[config.mk]
export PLATFORM = sky130hd
export DESIGN_NAME = state_serialiser
export DESIGN_NICKNAME = d
export VERILOG_FILES = /design/src/rtl/state_serialiser.sv
export SDC_FILE = /design/constraint.sdc
export NUM_CORES = 1
export LEC_CHECK = 0
export CAP_MARGIN = 20
export CORE_MARGIN = 5
export CORE_UTILIZATION = 43
export DETAILED_ROUTE_END_ITERATION = 10
export GPL_TIMING_DRIVEN = 0
export PLACE_DENSITY = 0.67
export REMOVE_ABC_BUFFERS = 1
export SLEW_MARGIN = 10
export SYNTH_ARGS = -nofsm -noshare
export SYNTH_HDL_FRONTEND = slang
export SYNTH_SLANG_ARGS = --single-unit
[constraint.sdc]
create_clock -name clock -period 2 [get_ports clock]
set_input_delay 0.2 -clock clock [delete_from_list [all_inputs] [get_ports clock]]
set_output_delay 0.2 -clock clock [all_outputs]
set_load 0.02 [all_outputs]
[src/rtl/state_serialiser.sv]
// Serial read-out of a 4-bit present-state value: start bit, four data bits MSB-first,
// even-parity bit and stop bit, each held for BIT_CYCLES clocks. All outputs are registered.
module state_serialiser #(
   parameter int BIT_CYCLES = 4
) (
   input  logic       clock,
   input  logic       reset,
   input  logic       start,
   input  logic [3:0] present,
   output logic       serial_out,
   output logic       busy,
   output logic       done
);

   localparam int CW = (BIT_CYCLES > 1) ? $clog2(BIT_CYCLES) : 1;
   localparam logic [CW-1:0] CNT_LAST = CW'(BIT_CYCLES - 1);

   typedef enum logic [2:0] {
      S_IDLE   = 3'd0,
      S_START  = 3'd1,
      S_DATA   = 3'd2,
      S_PARITY = 3'd3,
      S_STOP   = 3'd4
   } state_t;

   function automatic logic even_parity(input logic [3:0] v);
      return ^v;
   endfunction

   state_t        state_q, state_d;
   logic [3:0]    shadow_q, shadow_d;
   logic          parity_q, parity_d;
   logic [CW-1:0] cnt_q, cnt_d;
   logic [1:0]    idx_q, idx_d;
   logic          serial_out_q, serial_out_d;
   logic          busy_q, busy_d;
   logic          done_q, done_d;
   logic          bit_end_s;

   // With one cycle per bit every edge is a bit boundary and the counter is ignored.
   assign bit_end_s = (BIT_CYCLES == 1) ? 1'b1 : (cnt_q == CNT_LAST);

   // Next-state, capture and bit-timing logic.
   always_comb begin
      state_d  = state_q;
      shadow_d = shadow_q;
      parity_d = parity_q;
      cnt_d    = cnt_q;
      idx_d    = idx_q;
      done_d   = 1'b0;
      if (state_q == S_IDLE) begin
         if (start) begin
            shadow_d = present;
            parity_d = even_parity(present);
            cnt_d    = '0;
            idx_d    = 2'd0;
            state_d  = S_START;
         end else begin
            state_d = S_IDLE;
         end
      end else if (bit_end_s) begin
         cnt_d = '0;
         case (state_q)
            S_START: begin
               state_d = S_DATA;
               idx_d   = 2'd0;
            end
            S_DATA: begin
               if (idx_q == 2'd3) begin
                  state_d = S_PARITY;
               end else begin
                  idx_d = idx_q + 2'd1;
               end
            end
            S_PARITY: state_d = S_STOP;
            S_STOP: begin
               state_d = S_IDLE;
               done_d  = 1'b1;
            end
            default: state_d = S_IDLE;
         endcase
      end else begin
         cnt_d = cnt_q + CW'(1);
      end
   end

   // Output values for the cycle that follows the edge, derived from the next state.
   always_comb begin
      serial_out_d = 1'b1;
      busy_d       = 1'b1;
      case (state_d)
         S_IDLE:   busy_d = 1'b0;
         S_START:  serial_out_d = 1'b0;
         S_DATA:   serial_out_d = shadow_d[2'd3 - idx_d];
         S_PARITY: serial_out_d = parity_d;
         S_STOP:   serial_out_d = 1'b1;
         default: begin
            serial_out_d = 1'b1;
            busy_d       = 1'b0;
         end
      endcase
   end

   // State and output registers; reset forces the line idle and aborts any frame.
   always_ff @(posedge clock or negedge reset) begin
      if (!reset) begin
         state_q      <= S_IDLE;
         shadow_q     <= 4'd0;
         parity_q     <= 1'b0;
         cnt_q        <= '0;
         idx_q        <= 2'd0;
         serial_out_q <= 1'b1;
         busy_q       <= 1'b0;
         done_q       <= 1'b0;
      end else begin
         state_q      <= state_d;
         shadow_q     <= shadow_d;
         parity_q     <= parity_d;
         cnt_q        <= cnt_d;
         idx_q        <= idx_d;
         serial_out_q <= serial_out_d;
         busy_q       <= busy_d;
         done_q       <= done_d;
      end
   end

   assign serial_out = serial_out_q;
   assign busy       = busy_q;
   assign done       = done_q;

endmodule

# Word-level counts from Yosys, hierarchy flattened
# Cells that the tools add are included.
[totals]
register_bits = 15
latchBits = 0
mem_bits_rw = 0
rom_bits = 0
input_bits = 7
out_inout_bits = 3
elab_cells = 50
memories = 0
[classes]
addsub = 3
multipliers = 0
div_mod_pow = 0
order_cmp = 1
eq_ne = 11
n_shift = 0
muxes = 24
bitwise_logic = 0
n_reduce_logical = 3
[ops]
columns = ["operator", "n"]
rows = [
  ["2-to-1 mux 2 bit", 7],
  ["equality test 3 x 2 -> 1 bit, second input constant", 4],
  ["2-to-1 mux 3 bit", 3],
  ["one-hot mux 3 bit (3 select lines)", 1],
  ["2-to-1 mux 1 bit", 8],
  ["2-to-1 mux 4 bit", 2],
  ["equality test 3 x 1 -> 1 bit, second input constant", 2],
  ["equality test 3 bit, second input constant", 2],
  ["adder 2 x 1 -> 2 bit, second input constant", 2],
  ["equality test 2 bit, second input constant", 2],
  ["one-hot mux 2 bit (2 select lines)", 1],
  ["OR reduction 4 bit", 1],
  ["XOR reduction 4 bit", 1],
  ["logical NOT 3 bit", 1],
  ["< comparator 2 x 3 -> 1 bit, second input constant", 1],
  ["one-hot mux 1 bit (3 select lines)", 1],
  ["binary-select mux 1 bit (select 2 bit)", 1],
  ["!= test 2 bit, second input constant", 1],
  ["subtractor 2 bit, first input constant", 1],
]

# Logic depth before layout (Yosys ltp)
# Gate-level depths: netlist of run 1.
[logic_depth]
word_depth = 9
ltp_mapped = 7
depth_no_buf = 6

# Worst setup path before layout of run 1
# No wires, ideal clock.
[synth_timing]
kind = "reg-to-reg"
start = "reg state_q[2]"
end = "reg serial_out_q, in the netlist serial_out"
setup_time_ns = 0.081
arrival_ns = 1.831
required_ns = 1.919
setup_slack_ns = 0.088
path_stages_with_launch = 6
path_buffers = 1
synth_period_minus_slack_ns = 1.912
path_cell_list = "dfrtp_1 -> buf_6 -> nor4b_4 -> mux2_2 -> mux4_2 -> a2bb2oi_2"
[synth_between]
word_cells_on_any_way = 20
classes_between = "add/sub: 1; eq/ne: 6; mux: 12; reduce/logical: 1"
[synth_rtl]
columns = ["element", "line", "rtl"]
rows = [
  ["start: declaration", "30", "state_t state_q, state_d;"],
  ["start signal: assignment", "116", "state_q <= state_d;"],
  ["logical NOT 3 bit", "51", "if (state_q == S_IDLE) begin"],
  ["2-to-1 mux 4 bit", "51", ""],
  ["net shadow_d[0]", "31", "logic [3:0] shadow_q, shadow_d;"],
  ["binary-select mux 1 bit (select 2 bit)", "94", "S_DATA: serial_out_d = shadow_d[2'd3 - idx_d];"],
  ["2-to-1 mux 1 bit (implied by the code)", "94", ""],
  ["one-hot mux 1 bit (3 select lines)", "91", "case (state_d)"],
  ["net serial_out_d", "35", "logic serial_out_q, serial_out_d;"],
  ["end signal: assignment", "121", "serial_out_q <= serial_out_d;"],
  ["end: declaration", "35", ""],
]
# The timed path passes the listed nets, and every way through them passes these cells. The select of a mux whose other input is x is not followed.
# A chain may end at the register's enable or synchronous reset.

# Worst setup path in the final report of run 1
[layout_timing]
start = "reg state_q[1]"
end = "reg serial_out_q, in the netlist serial_out"
# The elaborated chain is that of the path after synthesis.

==> results.yml, run 1 <==
clocking:
  clk_pin_slew_ns: 0.10
  cts_tree: "built"
  worstSkewPairLatency_ns: 0.29
  ctsHtreeMaxLevel: 1
  cts.sinks: 15
  numCtsBuffers: 3
  root_buffer: "clkbuf_4"
  cts_buffer_depth: 2
synth:
  synth_edf_count: 0
  ys_seq_area_share_pct: 47.5
  ys_ff_latch: 15
  synth-main-ff-cell: "dfrtp_1"
  ys_async_sr_fraction_pct: 100
  synth_warnings: 0
  synth.distinct_cells: 33
  synth_area_um2: 793
  syn_inst: 68
  syn_area_per_cell_um2: 11.7
cells_and_area:
  nNetsFinal: 91
  antenna_cells: 0
  final_common_cell: "dfrtp_1"
  drive_above_1_share_pct: 31.7
  final_cell_area_um2: 973
  mostFrequentLayoutCells: "dfrtp_1 (11), clkdlybuf4s50_1 (9), a21oi_1 (5)"
  area_delta_synth_final_pct: 22.7
critical_path:
  r2r_slack_ns: 0.04
  r2r_start: "state_q[1]"
  crit_arrival_ns: 2.19
  crit_end: "serial_out"
  crit_path_start_kind: "flop"
  worstSetupPathType: "reg -> reg"
  crit_fanout: 3
  worstPathRequired_ns: 2.22
  startpoint: "state_q[1]"
  endpoint_kind: "flop"
  ff2ff_path_depth: 5
  reg2reg_to: "serial_out"
placed_design:
  hpwl_um: 999
  place_area_um2: 880
  pre_cts_ws_ns: -0.217
  gp_congestion: 0.772
  portBuffers: 9
floorplan:
  row_count: 15
  die_y_um: 53.0
  io_pins: 10
  dieArea_um2: 2800
  die_x_um: 53.0
  core_um2: 1750
  start_util_pct: 45.4
timing:
  finClkSkew_ns: 0.00283
  tightest_slew_ns: 0.662
  slew_headroom_pct: 55.7
  hold_viol_final: 0
  slew_viol_final: 0
  setup_ws_ns: 0.0365
  fmax_mhz: 509
  finalSetupViolCount: 0
  fin_crit_sh_pct: 98.2
  fin_crit_ns: 1.96
pwr:
  peakVddDrop_v: 0.000795
  p_leak_nw: 0.377
  power_mw: 1.46
  power_density_nw_per_um2: 1500
drt:
  drt_iter0_markers: 8
  vias: 575
  routed_wirelength_um: 1490
  post_drt_wl_per_cell_um: 13.9
  first_pass_iters: 4
  ant_nets: 0
  drc: 0
  via_per_inst: 5.37
global_routing:
  antenna_found_initial: 0
  grt_pass1_vias: 543
  gr-total-overflow: 0
  grt_max_degree: 16
  grt_pass1_wl_um: 2500
  grt_use_total_pct: 12.6
outcome:
  status: "completed"
flow_run:
  maxCapViolations: 0
hold_path:
  hp-class: "in -> async"
## layer usage
| metal | part of all wire [%] | vias up | wire length, um | global-route usage [%] |
|---|---|---|---|---|
| li1 | - | 272 | - | - |
| met1 | 43 | 288 | 637 | 15.2 |
| met3 | 3.2 | 4 | 47 | 3.38 |
| met4 | 1.7 | 0 | 25 | 6.38 |
| met5 | 0 | - | 0 | 0 |
| met2 | 52 | 11 | 776 | 20.5 |
## critical path: stages (launching register included)
cell and delay (ns):
dfrtp_2 0.44, nor4b_4 0.29, buf_4 0.18, mux2_2 0.34
mux4_2 0.48, a2bb2oi_2 0.17
## cell type report
class / instances / area (um2)
sequential: 15 / 380
multi-input combinational: 47 / 384
timing repair buffer: 14 / 140
tap: 25 / 31.3
inverter: 2 / 7.51
fill: 164 / 772
clock inverter: 1 / 7.51
clock buffer: 3 / 22.5
## how the worst min path moves through the flow
stage / startpoint / end / slack [ns] / depth (start not counted)
2_1_floorplan: reset / busy / -0.1 / 0
3_3_place_gp: cnt_q[0] / cnt_q[0] / 0.48 / 1
3_5_place_dp: cnt_q[0] / cnt_q[0] / 0.49 / 1
4_1_cts: reset / shadow_q[2] / 0.33 / 1
5_1_grt: reset / shadow_q[2] / 0.36 / 1
6_report: reset / shadow_q[2] / 0.31 / 1
## cells by family after synthesis
kind of cell / share of synthesized area (%)
xor+xnor: 4.42
buf+inv: 5.36
compound gates: 15.8
mux: 9.78
flops: 47.5
simple gates: 15.6
fa+ha+maj: 1.58
## metrics by stage
step / setup TNS [ns] / hold slack (ns) / cells / util, %
floorplan: 0 / -0.0956 / 64 / -
finish: 0 / 0.306 / 107 / 55.8
global placement: -0.190 / 0.480 / 98 / 50.4
CTS: 0 / 0.328 / 106 / 54.2
detailed placement: -0.217 / 0.486 / 98 / 50.4
global route: -0.0268 / 0.356 / 107 / 55.8
## flip-flops by register name, indices dropped and copies added (netlist names)
signal      cells
shadow_q        4
state_q         3
cnt_q           2
idx_q           2
busy            1
done            1
parity_q        1
serial_out      1
## power breakdown
part	switching [mW]	total, mW	internal [mW]
Clock	0.104	0.180	0.0760
Sequential	0.0787	0.522	0.443
Combinational	0.367	0.761	0.394
Total	0.550	1.46	0.913
## what timing repair did
item                                    4_1_cts  5_1_grt
setup buffers                                 4        1
pin swaps                                     1        1
endpoints found under the setup margin        1        1
hold buffers                                  0        0
gates resized for setup                       4        2
## cell usage after synthesis (all sizes together) (2+ instances only)
| cell | instances | share of area (%) |
|---|---|---|
| inv | 2 | 0.95 |
| xnor2 | 3 | 3.3 |
| nand3 | 3 | 1.9 |
| dfrtp | 14 | 44 |
| nand2 | 3 | 1.4 |
| o21ai | 4 | 2.5 |
| a21oi | 6 | 4.3 |
| nor2b | 2 | 1.6 |
| nor2 | 5 | 2.7 |
| buf | 4 | 4.4 |
| mux2 | 4 | 5.7 |
Power figures use the tool's default switching activity.
==> run 2: changes to the inputs <==
ABC_AREA = 1   (was not set)
==> run 2 against run 1 <==
  * Die area increased by 2.3%
  * Worst setup slack better by 0.37 ns
  * Count of clock-buffer cells in the layout increased by 1
  * Clock power decreased by 3%
  * Final area decreased by 1.0%
  * Synthesized cell count up 49%
==> results.yml, run 2 <==
floorplan:
  die_y_um: 53.6
  row_count: 15
  die_x_um: 53.6
  dieArea_um2: 2870
  start_util_pct: 46.2
  io_pins: 10
  core_um2: 1760
synth:
  netlist_top_cells_area: "dfrtp_1 (43%), nand2_1 (16%), nand3_1 (6.1%)"
  syn_area_per_cell_um2: 8.08
  synth_edf_count: 0
  yosysMostFrequentCell: "nand2_1"
  syn_inst: 101
  synth_top_area_cell: "dfrtp_1"
  synth_warnings: 0
  synth-main-ff-cell: "dfrtp_1"
  ys_async_sr_fraction_pct: 100
  ys_seq_area_share_pct: 46.2
  synth.distinct_cells: 24
  synth_top_area_share_pct: 42.9
  ys_ff_latch: 15
  synth_top_cells_by_count: "nand2_1 (34), dfrtp_1 (14), inv_1 (10), nand3_1 (10), nor2_1 (7)"
  synth_area_um2: 816
cells_and_area:
  final_cell_area_um2: 963
  nNetsFinal: 123
  n_fill_cell: 189
  final_common_cell: "nand2_1"
  max_flop_register: "shadow_q"
  antenna_cells: 0
  area_delta_synth_final_pct: 18.1
  reg_top3: "shadow_q x4, state_q x3"
  drive_above_1_share_pct: 12.3
  largest_reg_flops: 4
  mostFrequentLayoutCells: "nand2_1 (34), dfrtp_1 (14), inv_1 (10), nand3_1 (10), clkdlybuf4s50_1 (9)"
placed_design:
  portBuffers: 9
  gp_congestion: 0.790
  place_area_um2: 937
  pre_cts_ws_ns: 0.455
  hpwl_um: 1190
timing:
  slew_viol_final: 0
  finClkSkew_ns: 0.00223
  fmax_mhz: 628
  finalSetupViolCount: 0
  fin_crit_ns: 1.59
  fin_crit_sh_pct: 79.6
  setup_ws_ns: 0.409
  whs_ns: 0.314
  hold_viol_final: 0
  fin_setup_tns_ns: 0
  tightest_slew_ns: 0.661
  rsz0062_at_grt: "false"
  slew_headroom_pct: 55.8
pwr:
  peakVddDrop_v: 0.000671
  power_frac_comb_pct: 52.8
  pwr-share-clk_pct: 11.3
  p_leak_nw: 0.482
  power_density_nw_per_um2: 1600
  seqPwrFrac_pct: 35.9
  internal_power_mw: 0.866
  switching_share_pct: 43.9
  p_switching_mw: 0.678
global_routing:
  grt_max_degree: 16
  antenna_found_initial: 0
  grt_pass1_vias: 660
  gr-total-overflow: 0
  grt_use_total_pct: 13.1
  grt_pass1_wl_um: 2700
critical_path:
  cpMaxStageDelayCell: "clkdlybuf4s50_1"
  crit_arrival_ns: 1.39
  crit_path_start_kind: "flop"
  worstSetupPathType: "reg -> out"
  path_delay_family: "buffers and inverters"
  cp.depth: 1
  ff2ff_path_depth: 11
  endpoint_kind: "output pin"
  max_stage_delay_ns: 0.59
  crit_fanout: 1
  worstPathRequired_ns: 1.80
  crit_buf_inv: 1
  cp_cell_sequence: "clkdlybuf4s50_1"
clocking:
  cts_tree: "built"
  cts.sinks: 15
  post_cts_buffers: 0
  worstSkewPairLatency_ns: 0.28
  cts_resized: 0
  root_buffer: "clkbuf_4"
  ctsHtreeMaxLevel: 1
  cts_buffer_depth: 2
  clk_pin_slew_ns: 0.09
  numCtsBuffers: 3
  holdBufCountCts: 0
drt:
  drc: 0
  first_pass_iters: 4
  drt_iter0_markers: 7
  ant_nets: 0
  post_drt_wl_per_cell_um: 10.6
  vias: 668
  via_per_inst: 4.81
  routed_wirelength_um: 1480
hold_path:
  hp-class: "in -> async"
flow_run:
  maxCapViolations: 0
outcome:
  status: "completed"
## run 2: changes by cell type in the layout (fill, tap and decap cells not counted), moves of 3 or more
cell     change
a21oi_1      -3
buf_4        -4
dfrtp_1      +3
dfrtp_2      -3
inv_1        +8
nand2_1     +31
nand2_2      +3
nand3_1      +7
nor2_1       +3
## run 2: through the flow
stage	utilization, %	cells	total power [mW]
6_report	54.6	139	1.54
5_1_grt	54.6	139	1.69
4_1_cts	54.6	139	1.56
3_5_place_dp	53.1	135	1.38
3_3_place_gp	53.1	135	1.36
2_1_floorplan	-	101	1.18
## run 2: logic make-up (layout without fill, tap and decap cells)
| group | Yosys count | count (layout) | share of synthesized area (%) |
|---|---|---|---|
| compound gates | 9 | 9 | 7.98 |
| xor+xnor | 3 | 3 | 3.22 |
| fa+ha+maj | 1 | 1 | 1.53 |
| buf+inv | 12 | 25 | 5.52 |
| flops | 15 | 15 | 46.2 |
| simple gates | 61 | 61 | 35.6 |
## run 2: cell type report
| class | count | area [um2] | area share (%) |
|---|---|---|---|
| Timing Repair Buffer | 9 | 90.1 | 9.35 |
| Multi-Input combinational cell | 74 | 394 | 40.9 |
| Clock buffer | 4 | 26.3 | 2.73 |
| Sequential cell | 15 | 377 | 39.1 |
| Tap cell | 25 | 31.3 | 3.25 |
| Inverter | 12 | 45.0 | 4.68 |
## run 2: path summary, 6_finish.rpt
| kind | startpoint | end | slack (ns) |
|---|---|---|---|
| min in group clock | shadow_q[1] | shadow_q[1] | 0.48 |
| setup reg to reg | cnt_q[0] | serial_out | 0.45 |
| hold reg to reg | shadow_q[1] | shadow_q[1] | 0.48 |
| setup / recovery | serial_out | serial_out | 0.41 |
| max in group asynchronous | reset | state_q[1] | 1.26 |
| hold / removal | reset | shadow_q[3] | 0.31 |
## run 2: power groups by stage
stage                     Clock, mW  Combinational [mW]  Sequential, mW
after floorplan                   0               0.612           0.573
after global placement            0               0.806           0.557
final                         0.174               0.816           0.554
after global routing          0.195               0.921           0.579
after CTS                     0.181               0.823           0.556
after detailed placement          0               0.819           0.563
## run 2: routing by layer
metal / up-vias / wire length, um / GRT usage, % / share of wire, %
li1: 346 / - / - / -
met5: - / 0 / 0 / 0
met2: 14 / 729 / 22.0 / 49
met3: 4 / 52 / 3.32 / 3.5
met1: 304 / 666 / 16.0 / 45
met4: 0 / 26 / 5.11 / 1.8
